**config.mk**
```make
export PLATFORM = sky130hd
export DESIGN_NAME = msftdvip_dma_xfer_seq
export DESIGN_NICKNAME = d
export VERILOG_FILES = /design/src/rtl/msftDvIp_dma_pkg.sv /design/src/rtl/msftDvIp_dma_beat_gen.sv /design/src/rtl/msftdvip_dma_xfer_seq.sv
export SDC_FILE = /design/constraint.sdc
export NUM_CORES = 1
export LEC_CHECK = 0
export ABC_AREA = 1
export CAP_MARGIN = 15
export CORE_ASPECT_RATIO = 1.2
export CORE_MARGIN = 10
export CORE_UTILIZATION = 48
export DETAILED_ROUTE_END_ITERATION = 12
export PLACE_DENSITY = 0.83
export SETUP_SLACK_MARGIN = 0.05
export SKIP_LAST_GASP = 1
export SLEW_MARGIN = 40
export SYNTH_ARGS = -nofsm -noshare
export SYNTH_HDL_FRONTEND = slang
export SYNTH_HIERARCHICAL = 1
export SYNTH_SLANG_ARGS = --single-unit
export TNS_END_PERCENT = 50
```
**constraint.sdc**
```tcl
create_clock -name clk_i -period 3.36 [get_ports clk_i]
set_input_delay 0.336 -clock clk_i [delete_from_list [all_inputs] [get_ports clk_i]]
set_output_delay 0.336 -clock clk_i [all_outputs]
set_load 0.01 [all_outputs]
```
**src/rtl/msftDvIp_dma_pkg.sv**
```systemverilog
// Shared state encoding, beat-size encodings and size-select rules for the
// DMA transfer sequencer.
package msftDvIp_dma_pkg;

  typedef enum logic [2:0] {
    ST_IDLE,
    ST_CLR,
    ST_RUN,
    ST_DONE,
    ST_ERR
  } dma_state_e;

  typedef enum logic [2:0] {
    SIZE_BYTE = 3'd0,
    SIZE_HALF = 3'd1,
    SIZE_WORD = 3'd2
  } dma_size_e;

  // Largest naturally aligned beat that does not overrun the remaining count.
  function automatic dma_size_e sel_size(input logic [1:0] addr_lo,
                                         input logic       rem_ge4,
                                         input logic       rem_ge2);
    if (addr_lo == 2'b00 && rem_ge4) return SIZE_WORD;
    if (!addr_lo[0] && rem_ge2)      return SIZE_HALF;
    return SIZE_BYTE;
  endfunction

  function automatic logic [2:0] size_bytes(input logic [2:0] size);
    case (size)
      3'd2:    return 3'd4;
      3'd1:    return 3'd2;
      default: return 3'd1;
    endcase
  endfunction

endpackage

```
**src/rtl/msftDvIp_dma_beat_gen.sv**
```systemverilog
// One command channel's address/remaining-count tracker; presents the size of
// the next beat and advances by that many bytes on each accepted command.
module msftDvIp_dma_beat_gen
  import msftDvIp_dma_pkg::*;
#(
  parameter int LEN_WIDTH = 16
) (
  input  logic                 clk_i,
  input  logic                 rst_i,
  input  logic                 load_i,
  input  logic [31:0]          addr_i,
  input  logic [LEN_WIDTH-1:0] len_i,
  input  logic                 adv_i,
  output logic [31:0]          addr_o,
  output logic [2:0]           size_o,
  output logic [2:0]           bytes_o,
  output logic                 pending_o
);

  logic [31:0]          addr_q, addr_d;
  logic [LEN_WIDTH-1:0] rem_q, rem_d;
  dma_size_e            size;
  logic [2:0]           bytes;

  assign size  = sel_size(addr_q[1:0], rem_q >= LEN_WIDTH'(4), rem_q >= LEN_WIDTH'(2));
  assign bytes = size_bytes(size);

  always_comb begin
    // NOTE: defaults first so every path assigns both outputs and no latch is inferred.
    addr_d = addr_q;
    rem_d  = rem_q;
    if (load_i) begin
      addr_d = addr_i;
      rem_d  = len_i;
    end else if (adv_i) begin
      addr_d = addr_q + 32'(bytes);
      rem_d  = rem_q - LEN_WIDTH'(bytes);
    end
  end

  // NOTE: non-blocking assignments keep every flop updating from pre-edge values.
  always_ff @(posedge clk_i or posedge rst_i) begin
    if (rst_i) begin
      addr_q <= '0;
      rem_q  <= '0;
    end else begin
      addr_q <= addr_d;
      rem_q  <= rem_d;
    end
  end

  assign addr_o    = addr_q;
  assign size_o    = size;
  assign bytes_o   = bytes;
  assign pending_o = (rem_q != '0);

endmodule

```
**src/rtl/msftdvip_dma_xfer_seq.sv**
```systemverilog
// DMA transfer sequencer: splits a byte copy into aligned read/write beats,
// throttled by FIFO credit. Optional abort_i path under DMA_XFER_SEQ_ABORT_EN.
module msftdvip_dma_xfer_seq
  import msftDvIp_dma_pkg::*;
#(
  parameter int FIFO_BYTES = 16,
  parameter int LEN_WIDTH  = 16
) (
  input  logic                 clk_i,
  input  logic                 rst_i,
`ifdef DMA_XFER_SEQ_ABORT_EN
  input  logic                 abort_i,
`endif
  input  logic                 start_i,
  input  logic [31:0]          src_addr_i,
  input  logic [31:0]          dst_addr_i,
  input  logic [LEN_WIDTH-1:0] len_i,
  output logic                 rd_cmd_valid_o,
  input  logic                 rd_cmd_ready_i,
  output logic [31:0]          rd_addr_o,
  output logic [2:0]           rd_size_o,
  input  logic                 rd_done_i,
  input  logic [2:0]           rd_done_size_i,
  output logic                 wr_cmd_valid_o,
  input  logic                 wr_cmd_ready_i,
  output logic [31:0]          wr_addr_o,
  output logic [2:0]           wr_size_o,
  input  logic                 rd_err_i,
  input  logic                 wr_err_i,
  output logic                 fifo_rstn_o,
  output logic                 busy_o,
  output logic                 done_o,
  output logic                 err_o
);

  localparam int              CW       = $clog2(FIFO_BYTES) + 1;
  localparam logic [CW-1:0]   FIFO_CAP = CW'(FIFO_BYTES);

  dma_state_e    state_q;
  logic          busy_q, done_q, err_q, fifo_rstn_q;
  logic [CW-1:0] outst_q, outst_d, landed_q, landed_d, credit;
  logic [CW-1:0] rd_add, wr_sub, land_add;
  logic          can_start, launch, in_run, rd_acc, wr_acc;
  logic [2:0]    rd_bytes, wr_bytes;
  logic          rd_pend, wr_pend;

  assign can_start = start_i && (state_q == ST_IDLE || state_q == ST_ERR);
  assign launch    = can_start && (len_i != '0);
  assign in_run    = (state_q == ST_RUN);

  msftDvIp_dma_beat_gen #(.LEN_WIDTH(LEN_WIDTH)) u_rd_gen (
    .clk_i    (clk_i),
    .rst_i    (rst_i),
    .load_i   (launch),
    .addr_i   (src_addr_i),
    .len_i    (len_i),
    .adv_i    (rd_acc),
    .addr_o   (rd_addr_o),
    .size_o   (rd_size_o),
    .bytes_o  (rd_bytes),
    .pending_o(rd_pend)
  );

  msftDvIp_dma_beat_gen #(.LEN_WIDTH(LEN_WIDTH)) u_wr_gen (
    .clk_i    (clk_i),
    .rst_i    (rst_i),
    .load_i   (launch),
    .addr_i   (dst_addr_i),
    .len_i    (len_i),
    .adv_i    (wr_acc),
    .addr_o   (wr_addr_o),
    .size_o   (wr_size_o),
    .bytes_o  (wr_bytes),
    .pending_o(wr_pend)
  );

  // Credit counts bytes the FIFO can still accept; landed counts bytes ready to write.
  assign credit         = FIFO_CAP - outst_q;
  assign rd_cmd_valid_o = in_run && rd_pend && (credit >= CW'(rd_bytes));
  assign wr_cmd_valid_o = in_run && wr_pend && (landed_q >= CW'(wr_bytes));
  assign rd_acc         = rd_cmd_valid_o && rd_cmd_ready_i;
  assign wr_acc         = wr_cmd_valid_o && wr_cmd_ready_i;

  assign rd_add   = rd_acc ? CW'(rd_bytes) : '0;
  assign wr_sub   = wr_acc ? CW'(wr_bytes) : '0;
  assign land_add = (in_run && rd_done_i) ? CW'(size_bytes(rd_done_size_i)) : '0;

  always_comb begin
    outst_d  = outst_q + rd_add - wr_sub;
    landed_d = landed_q + land_add - wr_sub;
    if (launch) begin
      outst_d  = '0;
      landed_d = '0;
    end
  end

  always_ff @(posedge clk_i or posedge rst_i) begin
    if (rst_i) begin
      outst_q  <= '0;
      landed_q <= '0;
    end else begin
      outst_q  <= outst_d;
      landed_q <= landed_d;
    end
  end

  always_ff @(posedge clk_i or posedge rst_i) begin
    if (rst_i) begin
      state_q     <= ST_IDLE;
      busy_q      <= 1'b0;
      done_q      <= 1'b0;
      err_q       <= 1'b0;
      fifo_rstn_q <= 1'b1;
    end else begin
      done_q      <= 1'b0;
      fifo_rstn_q <= 1'b1;
      case (state_q)
        ST_IDLE, ST_ERR: begin
          // A start in ERR both clears the error and launches the new transfer.
          if (can_start) begin
            err_q  <= 1'b0;
            busy_q <= 1'b1;
            if (launch) begin
              state_q     <= ST_CLR;
              fifo_rstn_q <= 1'b0;
            end else begin
              state_q <= ST_DONE;
              done_q  <= 1'b1;
            end
          end
        end
        ST_CLR: state_q <= ST_RUN;
        ST_RUN: begin
          if (rd_err_i || wr_err_i) begin
            state_q <= ST_ERR;
            err_q   <= 1'b1;
`ifdef DMA_XFER_SEQ_ABORT_EN
          end else if (abort_i) begin
            state_q     <= ST_IDLE;
            busy_q      <= 1'b0;
            fifo_rstn_q <= 1'b0;
`endif
          end else if (!wr_pend) begin
            state_q <= ST_DONE;
            done_q  <= 1'b1;
          end
        end
        ST_DONE: begin
          state_q <= ST_IDLE;
          busy_q  <= 1'b0;
        end
        default: begin
          state_q <= ST_IDLE;
          busy_q  <= 1'b0;
        end
      endcase
    end
  end

  assign fifo_rstn_o = fifo_rstn_q;
  assign busy_o      = busy_q;
  assign done_o      = done_q;
  assign err_o       = err_q;

endmodule

```
==> results.txt, run 1 <==
----------------------------------------------------
[Floorplan]
  DIE HEIGHT ... 167 µm
  Core box area ... 17600 µm²
  Die footprint ... 23800 µm²
  Ports ... 167
  Placement Rows ... 53
  Die Wd ... 143 µm
  Starting density of the core ... 0.490

[Detailed routing]
  Initial DRC count ... 650
  DR pass1 iterations ... 5
  Per-cell via count in the routed design ... 5.38
  Met3 wirelength from detailed routing ... 1980 µm
  Number of nets with antenna violations after detailed routing ... 0
  Metal2 WL ... 14500 µm
  Total via count in the routed design ... 9239
  Detailed-route wire length per cell ... 16.4 µm
  Total detailed-routing wirelength ... 28200 µm
  # DRC ... 0
  Met1 layer wirelength in the final routing ... 10700 µm
  Max layer used ... met4

[Placed design]
  HPWL after detailed placement ... 20200 µm
  Post-placement setup slack ... -0.339 ns
  # port buffers ... 164
  Routability Congestion ... 0.937

[STA]
  Period utilization ... 1.12
  Highest clock rate ... 265 MHz
  RSZ-0062 raised after global routing ... yes
  Least-Margin Pin Slew ... 0.706 ns
  Skew final ... 0.0140 ns
  Remaining max-slew budget at the tightest pin ... 0.529
  Finish-stage setup viols ... 8
  Setup WS post-layout ... -0.411 ns
  Final count of hold timing violations ... 0
  Time the worst path needs with I/O delays and setup ... 3.77 ns
  Fin. max-slew vios ... 0

[Power]
  Leak pwr ... 5.50 nW
  Highest ir drop seen on vdd ... 0.587 mV
  Pwr Total ... 0.0120 W
  Power per cell area ... 998 nW/µm²

[Cells and area]
  Area Overhead vs Synth ... 38.6%
  Final #Nets ... 1613
  Leading cell types in the layout, fill and taps excluded ... sky130_fd_sc_hd__nand2_1 (379), sky130_fd_sc_hd__clkdlybuf4s50_1 (162), sky130_fd_sc_hd__nor2_1 (149), sky130_fd_sc_hd__inv_1 (123), sky130_fd_sc_hd__dfrtp_1 (112)
  FILL cells ... 1436
  Number of antenna cells inserted ... 0
  Layout cells sized above 1 ... 0.173
  Commonest non-fill, non-tap cell in the layout ... sky130_fd_sc_hd__nand2_1

[GRT]
  Number of antenna violations at the first check in global routing ... 0
  Overflow after GRT ... 0
  Gr usage total ... 0.228
  Vias in the first global route ... 9306
  Wire length of the first global-routing pass ... 44600 µm
  Largest net degree at the start of global routing ... 65

[Worst setup path]
  Critical Path End Type ... register
  Critical path's slowest cell ... sky130_fd_sc_hd__dfrtp_1
  Top fanout value on the critical path ... 3
  Critical Path Max Stage Delay ... 0.38 ns
  Type of the setup path with the least slack ... reg -> reg
  Top cell by count, worst path ... sky130_fd_sc_hd__nand2_2
  Signal arrival time at the worst endpoint ... 4.07 ns
  Type of element launching the critical path ... register
  Required time worst endpoint ... 3.66 ns

[Clock tree]
  Number of buffers inserted during clock tree synthesis ... 17
  TritonCTS clock tree ... yes
  CTS root buffer ... sky130_fd_sc_hd__clkbuf_16
  Level count of the clock H-tree ... 4
  Insertion delay to the later sink of the worst-skew pair ... 0.43 ns
  Clock transition at path regs ... 0.05 ns
  Total number of clock tree sinks ... 113
  Maximum clock insertion buffer count ... 2

[Run]
  Max-cap violations ... 0

[Yosys]
  Synthesized instance count ... 1254
  Netlist Area Pre-Place ... 8650 µm²
  Average cell area after synthesis ... 6.90 µm²
  Share of synthesized area occupied by flip-flops and latches ... 0.327
  Mapped Nets ... 1382
  Synth unique cells ... 38
  Total number of yosys warnings ... 6
  Register bit count reported by yosys ... 113

[Min path]
  Classification of the worst-slack hold path ... in -> async

[Run status]
  Failing checks ... setup timing
  Run status ... finished with violations

----------------------------------------------------
worst max-delay path, delay by kind of cell, from the launching register on:
family	cells	cell delay, ns
fa+ha+maj	4	1.03
flops	1	0.38
buf+inv	6	0.43
xor+xnor	1	0.14
simple gates	17	1.65
repair_timing:
action | CTS | global route
buffers inserted | 11 | 8
hold buffers | 0 | 0
pin swaps | 21 | 30
gates resized for setup | 31 | 41
setup endpoints to repair | 9 | 101
cell usage after synthesis (all sizes together):
library cell | number | area share
clkinv | 2 | 0.00087
o21ai | 38 | 0.022
or2 | 4 | 0.0029
clkbuf | 8 | 0.0035
a21boi | 2 | 0.0017
nand3 | 87 | 0.058
a21oi | 6 | 0.0048
buf | 28 | 0.018
or3b | 1 | 0.0010
nand3b | 22 | 0.019
nand2 | 422 | 0.19
o221ai | 8 | 0.0081
inv | 145 | 0.063
fa | 8 | 0.019
o211ai | 2 | 0.0017
o21bai | 6 | 0.0052
nand4 | 12 | 0.0087
nor2 | 193 | 0.097
conb | 2 | 0.00087
ha | 29 | 0.042
dfstp | 1 | 0.0030
and2 | 3 | 0.0022
nor3 | 3 | 0.0017
a22oi | 70 | 0.061
xnor2 | 16 | 0.016
o22ai | 1 | 0.00072
a21o | 2 | 0.0017
dfrtp | 112 | 0.32
xor2 | 21 | 0.021
final cells by class:
class                           count  area, µm²  share of cell area
Multi-Input combinational cell    958       5460               0.455
Sequential cell                   113       2830               0.236
Timing Repair Buffer              248       2330               0.194
Inverter                          147        558              0.0465
Clock buffer                       27        513              0.0428
Tap cell                          220        275              0.0230
Clock inverter                      5       27.5             0.00230
flip-flops by register name (all words and copies together) (netlist names):
register and flops:
fifo_rstn_o 1, u_wr_gen/addr_o 32, u_wr_gen/rem_q 16, u_rd_gen/addr_o 32, done_o 1, state_q 3, outst_q 5, u_rd_gen/rem_q 16
landed_q 5, busy_o 1, err_o 1
through the flow:
stage          hold slack (ns)   util  TNS [ns]  instances  cell area, µm²
2_1_floorplan            0.261      -   -0.0414       1254            8730
3_3_place_gp             0.464  0.624    -0.502       1668           11000
3_5_place_dp             0.478  0.625     -1.47       1668           11000
4_1_cts                  0.481  0.667     -1.13       1711           11800
5_1_grt                  0.505  0.680     -3.12       1718           12000
6_report                 0.480  0.680     -1.62       1718           12000
cell families after synthesis:
kind of cell	count (synthesis)	share of synthesized area
DFF	113	0.327
AOI/OAI and AO/OA	135	0.107
adders and majority gates	37	0.0605
and+or+nand+nor	747	0.382
xor gates and xnor gates	37	0.0375
buffers and inverters	183	0.0852
other	2	0.000868
routing by layer:
| layer | vias to the layer above | GRT usage |
|---|---|---|
| met3 | 74 | 0.0575 |
| met1 | 4320 | 0.245 |
| met4 | 0 | 0.109 |
| li1 | 4486 | - |
| met2 | 359 | 0.407 |
| met5 | - | 0 |
worst paths after layout:
kind	startpoint	endpoint	slack, ns	cells past startpoint
setup / recovery	u_wr_gen/rem_q[6]	outst_q[4]	-0.41	28
hold / removal	rst_i	u_wr_gen/rem_q[1]	0.48	2
setup reg to reg	u_wr_gen/rem_q[6]	outst_q[4]	-0.41	28
hold reg to reg	err_o	err_o	0.49	2
max in group asynchronous	rst_i	landed_q[0]	2.37	2
min in group clk_i	dst_addr_i[18]	u_wr_gen/addr_o[18]	0.48	3
power breakdown:
part	switching, W	leakage, nW	internal [W]
clock network	0.000627	0.267	0.00103
logic	0.00405	3.83	0.00343
registers	0.000797	1.41	0.00202
Note: power is estimated with default switching activity, not from simulation.
==> run 2: changes to the inputs <==
- CAP_MARGIN: 15 -> 10
- SLEW_MARGIN: 40 -> 20
==> results.txt, run 2 (synthesis gave the netlist of run 1 again) <==
----------------------------------------------------
[STA]
  Setup WS post-layout ... -0.324 ns (+0.0874 ns)
  RSZ-0062 raised after global routing ... yes
  Period utilization ... 1.10 (-0.0260)
  Highest clock rate ... 271 MHz (+2.4%)
  Fin. max-slew vios ... 0 (unchanged)
  Finish-stage setup viols ... 8 (unchanged)
  Time the worst path needs with I/O delays and setup ... 3.68 ns (-0.0874 ns)
  Hold Worst Slack ... 0.483 ns (+0.00289 ns)
  Setup TNS ... -1.52 ns (+0.0927 ns)
  Final count of hold timing violations ... 0 (unchanged)
  Least-Margin Pin Slew ... 0.888 ns (+0.182 ns)
  Skew final ... 0.0103 ns (-0.00375 ns)
  Remaining max-slew budget at the tightest pin ... 0.408 (-0.121)

[Placed design]
  HPWL after detailed placement ... 20200 µm (about the same)
  # port buffers ... 164 (unchanged)
  Number of cells in the design after placement ... 1668 (unchanged)
  Routability Congestion ... 0.937 (unchanged)

[Floorplan]
  Die footprint ... 23800 µm² (unchanged)
  DIE HEIGHT ... 167 µm (unchanged)
  Ports ... 167 (unchanged)
  Starting density of the core ... 0.490 (unchanged)
  Die Wd ... 143 µm (unchanged)
  Placement Rows ... 53 (unchanged)
  Core box area ... 17600 µm² (unchanged)

[Worst setup path]
  Required time worst endpoint ... 3.65 ns (about the same)
  Critical path's slowest cell ... sky130_fd_sc_hd__dfrtp_1
  R2R depth ... 28 (unchanged)
  Signal arrival time at the worst endpoint ... 3.97 ns (-0.10 ns)
  Type of element launching the critical path ... register
  Top fanout value on the critical path ... 3 (unchanged)
  Critical Path End Type ... register
  Reg-to-Reg Start ... u_wr_gen/rem_q[4]
  Type of the setup path with the least slack ... reg -> reg
  Top cell by count, worst path ... sky130_fd_sc_hd__inv_2
  Critical Path Max Stage Delay ... 0.39 ns (about the same)
  Endpoint of the most critical register-to-register path ... outst_q[4]
  Worst reg-to-reg setup slack ... -0.32 ns (+0.09 ns)

[GRT]
  Number of antenna violations at the first check in global routing ... 0 (unchanged)
  Largest net degree at the start of global routing ... 65 (unchanged)
  Gr usage total ... 0.227 (-0.00153)
  Wire length of the first global-routing pass ... 44300 µm (-0.67%)
  Overflow after GRT ... 0 (unchanged)
  Vias in the first global route ... 9222 (-0.90%)

[Min path]
  Classification of the worst-slack hold path ... in -> async

[Run]
  Max-cap violations ... 0 (unchanged)

[Detailed routing]
  DR pass1 iterations ... 5 (unchanged)
  Metal2 WL ... 14100 µm (-2.9%)
  Total via count in the routed design ... 9236 (-0.032%)
  Max layer used ... met4
  Detailed-route wire length per cell ... 16.1 µm (-1.7%)
  Total detailed-routing wirelength ... 27800 µm (-1.5%)
  Met1 layer wirelength in the final routing ... 10800 µm (+1.1%)
  Number of nets with antenna violations after detailed routing ... 0 (unchanged)
  Per-cell via count in the routed design ... 5.36 (-0.32%)
  Initial DRC count ... 679 (+4.5%)
  Met3 wirelength from detailed routing ... 1880 µm (-5.4%)
  # DRC ... 0 (unchanged)

[Clock tree]
  Maximum clock insertion buffer count ... 2 (unchanged)
  CTS root buffer ... sky130_fd_sc_hd__clkbuf_16
  Level count of the clock H-tree ... 4 (unchanged)
  Clock transition at path regs ... 0.05 ns (about the same)
  Total number of clock tree sinks ... 113 (unchanged)
  Number of buffers inserted during clock tree synthesis ... 17 (unchanged)
  Cts hold-fix bufs ... 0 (unchanged)
  Insertion delay to the later sink of the worst-skew pair ... 0.42 ns (about the same)
  TritonCTS clock tree ... yes

[Cells and area]
  Leading cell types in the layout, fill and taps excluded ... sky130_fd_sc_hd__nand2_1 (379), sky130_fd_sc_hd__clkdlybuf4s50_1 (162), sky130_fd_sc_hd__nor2_1 (150), sky130_fd_sc_hd__inv_1 (122), sky130_fd_sc_hd__dfrtp_1 (112)
  Layout cells sized above 1 ... 0.174 (+0.00142)
  Post-Route Utilization ... 0.680 (about the same)
  Register area ... 2830 µm² (unchanged)
  Commonest non-fill, non-tap cell in the layout ... sky130_fd_sc_hd__nand2_1
  FILL cells ... 1429 (-0.49%)
  Multi-input combinational cell area ... 5430 µm² (-0.44%)
  Count of placed standard cells in the final layout, fillers left out ... 1723 (+0.29%)
  Area Overhead vs Synth ... 38.6% (about the same)
  Final #Nets ... 1618 (+0.31%)
  Number of antenna cells inserted ... 0 (unchanged)

[Power]
  Power per cell area ... 991 nW/µm² (-0.64%)
  Pwr Total ... 0.0119 W (-0.65%)
  Leak pwr ... 5.53 nW (+0.53%)
  Highest ir drop seen on vdd ... 0.486 mV (-17%)

[Run status]
  Failing checks ... setup timing
  Run status ... finished with violations

----------------------------------------------------
## run 2: changes by cell type in the layout (fill, tap and decap cells not counted), sizes merged
cell / previous run / this run
inv: 144 / 142
clkbuf: 27 / 26
clkinv: 7 / 10
buf: 84 / 89
## run 2: per-stage QoR
stage	area (µm²)	worst slack, ns
final	12000	-0.324
after global routing	12000	-0.514
after CTS	11800	-0.232
after detailed placement	11000	-0.343
after global placement	11000	-0.186
after floorplan	8730	-0.0252
## run 2: layer usage
metal,vias up,global-route usage
li1,4480,-
met1,4346,0.248
met2,339,0.397
met3,71,0.0632
met4,0,0.101
met5,-,0
## run 2: layout make-up
| cell class | instances | area share |
|---|---|---|
| multi-input combinational | 958 | 0.453 |
| sequential | 113 | 0.236 |
| timing repair buffer | 253 | 0.197 |
| inverter | 147 | 0.0463 |
| clock buffer | 26 | 0.0416 |
| tap | 220 | 0.0230 |
| clock inverter | 6 | 0.00271 |
## run 2: where the power goes
group	total, W	internal [W]	switching (W)	leakage (nW)
Combinational	0.00742	0.00342	0.00400	3.86
Sequential	0.00283	0.00202	0.000805	1.41
Clock	0.00163	0.00101	0.000617	0.264
Total	0.0119	0.00646	0.00542	5.53
## run 2: worst max-delay path by stage
stage | startpoint | endpoint | slack, ns | cells after the start
2_1_floorplan | u_wr_gen/rem_q[5] | outst_q[4] | -0.03 | 27
3_3_place_gp | u_wr_gen/rem_q[7] | landed_q[4] | -0.19 | 23
3_5_place_dp | u_wr_gen/rem_q[9] | outst_q[4] | -0.34 | 29
4_1_cts | u_wr_gen/rem_q[13] | outst_q[4] | -0.23 | 25
5_1_grt | u_wr_gen/rem_q[4] | outst_q[4] | -0.51 | 25
6_report | u_wr_gen/rem_q[4] | outst_q[4] | -0.32 | 28
## run 2: critical path, delay by kind of cell, from the launching register on
kind | cells | cell delay, ns
AND/OR/NAND/NOR | 17 | 1.62
adder cells (fa/ha/maj) | 4 | 1.04
flip-flops | 1 | 0.39
buffers and inverters | 6 | 0.38
XOR/XNOR | 1 | 0.11
## run 2: timing repair
| action | in CTS | in global routing |
|---|---|---|
| gates resized for setup | 35 | 34 |
| pin swaps | 31 | 41 |
| endpoints found under the hold margin | 0 | 0 |
| buffers inserted | 13 | 10 |
| endpoints found under the setup margin | 9 | 102 |
